**config.mk**
```make
export PLATFORM = sky130hd
export DESIGN_NAME = noc_traffic_gen_param
export DESIGN_NICKNAME = d
export VERILOG_FILES = /design/src/rtl/noc_traffic_gen_param.sv
export SDC_FILE = /design/constraint.sdc
export NUM_CORES = 1
export LEC_CHECK = 0
export ABC_AREA = 1
export CORE_UTILIZATION = 53
export DETAILED_ROUTE_END_ITERATION = 8
export GPL_TIMING_DRIVEN = 0
export PLACE_DENSITY_LB_ADDON = 0.05
export SLEW_MARGIN = 0
export SYNTH_ARGS = -nofsm -noshare
export SYNTH_HDL_FRONTEND = slang
export SYNTH_SLANG_ARGS = --single-unit
export TNS_END_PERCENT = 100
```
**constraint.sdc**
```tcl
create_clock -name clk -period 1.93 [get_ports clk]
set_input_delay 0.4825 -clock clk [delete_from_list [all_inputs] [get_ports clk]]
set_output_delay 0.4825 -clock clk [all_outputs]
set_load 0.01 [all_outputs]
```
**src/rtl/noc_traffic_gen_param.sv**
```systemverilog
// Per-node mesh traffic endpoint: paced multi-flit packet injector on the LOCAL port
// plus an always-ready ejection sink that checks destination and HEAD/BODY/TAIL framing.
module noc_traffic_gen_param #(
  parameter int          XADDR      = 0,
  parameter int          YADDR      = 0,
  parameter int          ROWS       = 4,
  parameter int          COLS       = 4,
  parameter int          FLIT_W     = 32,
  parameter int          PKT_LEN    = 4,
  parameter int          INJ_PERIOD = 16,
  parameter int          PATTERN    = 0,
  parameter int          FIX_X      = 0,
  parameter int          FIX_Y      = 0,
  parameter int          NUM_PKTS   = 0,
  parameter logic [15:0] LFSR_SEED  = 16'hACE1,
  parameter int          CNT_W      = 32
) (
  input  logic              clk,
  input  logic              reset,
  input  logic              i_start,
  input  logic              i_send,
  output logic [FLIT_W-1:0] o_flit,
  output logic              o_transmit,
  input  logic [FLIT_W-1:0] i_flit,
  input  logic              i_rec_req,
  output logic              o_rec_ack,
  output logic [CNT_W-1:0]  o_tx_pkt_cnt,
  output logic [CNT_W-1:0]  o_rx_flit_cnt,
  output logic [CNT_W-1:0]  o_rx_err_cnt,
  output logic              o_done
);

  localparam int SEQ_W  = FLIT_W - 18;
  localparam int SLOT_W = $clog2(INJ_PERIOD + 1);
  localparam logic [SLOT_W-1:0] SLOT_RELOAD = SLOT_W'(INJ_PERIOD - 1);
  localparam logic [3:0] OWN_X = 4'(XADDR);
  localparam logic [3:0] OWN_Y = 4'(YADDR);
  localparam logic [1:0] T_HEAD = 2'b00, T_BODY = 2'b01, T_TAIL = 2'b10, T_SINGLE = 2'b11;
  localparam logic [1:0] FIRST_T = (PKT_LEN == 1) ? T_SINGLE : T_HEAD;

  typedef enum logic [2:0] {IDLE, PICK, SEND, GAP, DONE} state_t;

  state_t            state;
  logic [15:0]       lfsr;
  logic [SLOT_W-1:0] slot;
  logic [7:0]        idx;
  logic [3:0]        dst_x, dst_y;
  logic              in_pkt;

  function automatic logic [CNT_W-1:0] sat_inc(input logic [CNT_W-1:0] v);
    return (&v) ? v : v + 1'b1;
  endfunction

  function automatic logic [FLIT_W-1:0] mk_flit(input logic [1:0] t, input logic [3:0] x,
                                                input logic [3:0] y, input logic [CNT_W-1:0] n);
    return {t, x, y, OWN_X, OWN_Y, SEQ_W'(n)};
  endfunction

  // Destination selection for the current PICK cycle
  logic [3:0] ux, uy, pick_x, pick_y;
  logic       pick_ok, pick_skip;
  assign ux = lfsr[3:0];
  assign uy = lfsr[7:4];

  always_comb begin
    pick_x = ux;
    pick_y = uy;
    pick_ok = 1'b0;
    pick_skip = 1'b0;
    case (PATTERN)
      1: begin
        pick_x = OWN_Y;
        pick_y = OWN_X;
        if (XADDR == YADDR || YADDR >= COLS || XADDR >= ROWS) pick_skip = 1'b1;
        else pick_ok = 1'b1;
      end
      2: begin
        pick_x = 4'(FIX_X);
        pick_y = 4'(FIX_Y);
        if (FIX_X == XADDR && FIX_Y == YADDR) pick_skip = 1'b1;
        else pick_ok = 1'b1;
      end
      default: begin
        if (ROWS * COLS == 1) pick_skip = 1'b1;
        else if ({1'b0, ux} < 5'(COLS) && {1'b0, uy} < 5'(ROWS) && !(ux == OWN_X && uy == OWN_Y))
          pick_ok = 1'b1;
      end
    endcase
  end

  logic last_flit, last_pkt;
  logic [1:0] nxt_t;
  assign last_flit = (idx == 8'(PKT_LEN - 1));
  assign last_pkt  = (NUM_PKTS != 0) && (o_tx_pkt_cnt == CNT_W'(NUM_PKTS - 1));
  assign nxt_t     = (idx + 8'd1 == 8'(PKT_LEN - 1)) ? T_TAIL : T_BODY;

  // Sink side decode
  logic [1:0] rx_t;
  logic       rx_bad;
  logic       unused_rx;
  assign rx_t   = i_flit[FLIT_W-1:FLIT_W-2];
  assign rx_bad = (i_flit[FLIT_W-3:FLIT_W-6] != OWN_X) || (i_flit[FLIT_W-7:FLIT_W-10] != OWN_Y) ||
                  ((rx_t == T_HEAD || rx_t == T_SINGLE) && in_pkt) ||
                  ((rx_t == T_BODY || rx_t == T_TAIL) && !in_pkt);
  assign unused_rx = ^i_flit[FLIT_W-11:0];
  assign o_rec_ack = i_rec_req & ~reset;

  always_ff @(posedge clk) begin
    if (reset) begin
      state         <= IDLE;
      lfsr          <= LFSR_SEED;
      slot          <= '0;
      idx           <= '0;
      dst_x         <= '0;
      dst_y         <= '0;
      in_pkt        <= 1'b0;
      o_flit        <= '0;
      o_transmit    <= 1'b0;
      o_tx_pkt_cnt  <= '0;
      o_rx_flit_cnt <= '0;
      o_rx_err_cnt  <= '0;
      o_done        <= 1'b0;
    end else begin
      lfsr <= {lfsr[14:0], lfsr[15] ^ lfsr[13] ^ lfsr[12] ^ lfsr[10]};
      if (slot != '0) slot <= slot - 1'b1;
      case (state)
        IDLE: if (i_start) begin
          state <= PICK;
          slot  <= SLOT_RELOAD;
        end
        PICK: begin
          if (pick_ok) begin
            state      <= SEND;
            o_transmit <= 1'b1;
            o_flit     <= mk_flit(FIRST_T, pick_x, pick_y, o_tx_pkt_cnt);
            dst_x      <= pick_x;
            dst_y      <= pick_y;
            idx        <= '0;
          end else if (pick_skip) begin
            state <= GAP;
          end
        end
        SEND: if (i_send) begin
          if (last_flit) begin
            o_transmit   <= 1'b0;
            o_tx_pkt_cnt <= sat_inc(o_tx_pkt_cnt);
            if (last_pkt) begin
              state  <= DONE;
              o_done <= 1'b1;
            end else if (slot == '0 && i_start) begin
              // slot already expired during a long packet: next pick follows the tail directly
              state <= PICK;
              slot  <= SLOT_RELOAD;
            end else begin
              state <= GAP;
            end
          end else begin
            idx    <= idx + 8'd1;
            o_flit <= mk_flit(nxt_t, dst_x, dst_y, o_tx_pkt_cnt);
          end
        end
        GAP: if (slot == '0 && i_start) begin
          state <= PICK;
          slot  <= SLOT_RELOAD;
        end
        DONE: ;
        default: state <= IDLE;
      endcase

      if (i_rec_req) begin
        o_rx_flit_cnt <= sat_inc(o_rx_flit_cnt);
        if (rx_bad) o_rx_err_cnt <= sat_inc(o_rx_err_cnt);
        if (rx_t == T_HEAD) in_pkt <= 1'b1;
        else if (rx_t == T_TAIL) in_pkt <= 1'b0;
      end
    end
  end

endmodule

```
==> results_dict.tcl <==
set metrics [dict create \
    fin_crit_ns 1.92 \
    clk_pin_slew_ns 0.06 \
    crit_type "flip-flop to primary output" \
    ys_warn_count 0 \
    pwr-share-seq_pct 42.7 \
    first_global_vias 8270 \
    first_iter_violations 798 \
    synth_edf_count 0 \
    place.gp.congestion 0.934 \
    syn_area_per_cell_um2 6.33 \
    clkLatencyLatePin_ns 0.43 \
    synthAdderAreaFrac_pct 1.12 \
    track_usage_pct 28.5 \
    maxCapViolations 0 \
    chipHeight_um 132 \
    cp-end-kind "primary output" \
    firstDrtPassIters 5 \
    fin_crit_sh_pct 99.3 \
    root_buffer "clkbuf_16" \
    stdcell_count 1821 \
    relSlewSlack_pct 49.8 \
    max_freq_mhz 522 \
    p_sw_share_pct 30.2 \
    cts_sinks 161 \
    yosys.area_share.simple_pct 41.6 \
    fill_cells 1449 \
    std_cell_rows 47 \
    critPathLaunchType "flip-flop" \
    cp.required_ns 1.45 \
    switchingPower_w 0.00259 \
    ys_types 34 \
    core_um2 16500 \
    multiInputGateArea_um2 5140 \
    ios 168 \
    cpLargestDelayFamily "buffers and inverters" \
    drive_above_1_share_pct 13.3 \
    portBuffers 135 \
    area_delta_synth_final_pct 28.7 \
    die_x_um 132 \
    synthMuxAreaShare_pct 0 \
    globalRouteOverflowTotal 0 \
    path_cells "clkdlybuf4s50_1" \
    synthCells 1415 \
    ys_async_sr_fraction_pct 0 \
    clock_path_buffers 2 \
    vias_per_cell 5.23 \
    synth_area_um2 8960 \
    irDropWorstVdd_mv 0.707 \
    wl_mm 25.7 \
    cts_tree "done" \
    setup_violations 0 \
    maxSlewViolCount 0 \
    cp.arrival_ns 1.43 \
    comb_power_share_pct 20.1 \
    die_area_um2 17400 \
    antennaDiodeCount 0 \
    drc 0 \
    slowest_stage "clkdlybuf4s50_1" \
    nets 1635 \
    regArea_um2 3340 \
    worstMarginPinSlew_ns 0.753 \
    hold_class "flip-flop to flip-flop" \
    grt_pass1_wl_mm 39.9 \
    path_max_fanout 6 \
    cts_buffers 17 \
    synth_compound_area_share_pct 8.80 \
    postRouteAntennaNets 0 \
    synth_top_family_by_area "simple AND/OR/NAND/NOR gates" \
    antenna_found_initial 0 \
    fin_hold_ws_ns 0.406 \
    hold_viol_final 0 \
    h-tree-depth 4 \
    start_util_pct 54.2 \
    internal_power_w 0.00597 \
    hpwl_mm 18.3 \
    worst_path_largest_cell_delay_ns 0.57 \
    clock_skew_ns 0.00688 \
    p_clk_share_pct 37.1 \
    synth_seq_cells 161 \
    worstPathBufferInverterCount 1 \
    status "complete, no violations" \
    p_per_area_nw_per_um2 742 \
    post_drt_wl_per_cell_um 14.1 \
    synth_ff_type "dfxtp_1" \
    vias 9521 \
    final.setup.tns_ns 0 \
    grt_max_degree 17 \
    synth_xor_area_share_pct 4.40 \
    synth_seq_area_share_pct 36.0 \
    placed_cells 1778 \
    power_leakage_nw 4.31 \
]
[per-layer routing]
metal	GRT usage [%]	up-vias	share of wire (%)
met5	0	-	0
met4	8.27	0	2.0
met2	48.0	354	47
li1	-	4762	-
met3	4.61	51	6.3
met1	37.5	4354	45
[registers in the layout (all words and copies together) (netlist names)]
name and count:
o_tx_pkt_cnt 32, o_rx_flit_cnt 32, idx 8, dst_y 4, state 2, dst_x 4, lfsr 16, o_rx_err_cnt 32
o_flit 24, o_transmit 1, slot 5, in_pkt 1
[stage by stage]
step,cell area (µm²),setup slack [ns],total power (W),util [%]
6_report,11500,0.0134,0.00855,69.8
5_1_grt,11500,-0.0432,0.00892,69.8
3_3_place_gp,10600,-0.467,0.00532,64.2
2_1_floorplan,8990,0.128,0.00476,-
3_5_place_dp,10600,-0.457,0.00534,64.2
4_1_cts,11200,0.000283,0.00850,67.9
[placed cells by master, fill, tap and decap left out, types with 5 or more instances in the layout]
cell type and instances:
nand2_1 555, nor2_1 220, clkdlybuf4s50_1 130, a21oi_1 112, inv_1 87, dfxtp_2 82, dfxtp_1 75, nand3_1 33
nand3b_1 33, xor2_1 31, o21ai_0 30, buf_4 27, clkbuf_1 21, clkbuf_16 18, buf_6 17, xnor2_1 14
nand4_1 13, nor2_2 11, nor2_4 10, conb_1 9, nand2_2 6, ha_1 6, or2_2 5, o21ai_1 5
[final timing paths]
path,from,endpoint,slack (ns),cells past startpoint
setup / recovery,o_tx_pkt_cnt[6],o_tx_pkt_cnt[6],0.01,1
setup reg to reg,o_rx_err_cnt[0],o_rx_err_cnt[11],0.09,12
hold / removal,lfsr[11],lfsr[12],0.41,2
hold reg to reg,lfsr[11],lfsr[12],0.41,2
[worst register-to-register path: cells and delay by family, from the launching register on]
family,cells,cell delay [ns]
flip-flops,1,0.38
AO/OA/AOI/OAI,1,0.07
AND/OR/NAND/NOR,6,0.62
buffers and inverters,4,0.46
adder cells (fa/ha/maj),1,0.17
[kinds of logic (layout without fill, tap and decap cells)]
group	after synthesis	count (layout)
DFF	161	161
adders and majority gates	8	8
AOI/OAI and AO/OA	155	155
buffers and inverters	148	326
other	1	9
xor gates and xnor gates	45	45
and+or+nand+nor	897	897
[cell usage after synthesis, drive strengths merged (14+ instances only)]
master,n,area [µm²]
nand2,564,2150
nor2,241,975
dfxtp,161,3220
a21oi,116,581
inv,92,345
buf,37,303
o21ai,35,175
nand3,34,175
nand3b,34,268
xor2,31,272
clkbuf,18,67.6
nand4,14,93.8
xnor2,14,123
[power groups by stage]
stage | sequential [W] | clock [W] | combinational, W
after floorplan | 0.00373 | 0 | 0.00103
after global placement | 0.00372 | 0 | 0.00160
after detailed placement | 0.00372 | 0 | 0.00162
after CTS | 0.00365 | 0.00320 | 0.00165
after global routing | 0.00368 | 0.00336 | 0.00189
final | 0.00366 | 0.00317 | 0.00172
[cell type report]
type	count	share of cell area, %
multi-input cells	1114	44.6
flip-flops and latches	161	29.0
repair buffers	148	12.8
clock buffers	21	3.91
plain buffers	56	3.59
inverters	92	3.02
well taps	220	2.39
clock inverters	9	0.760
[what timing repair did]
action,CTS,global route
pin swaps,1,11
endpoints found under the hold margin,0,0
cloned,0,6
buffers inserted,0,7
resized for setup,57,84
hold buffers,0,0
endpoints found under the setup margin,118,162
No activity file was read; power rests on OpenSTA's default activity.
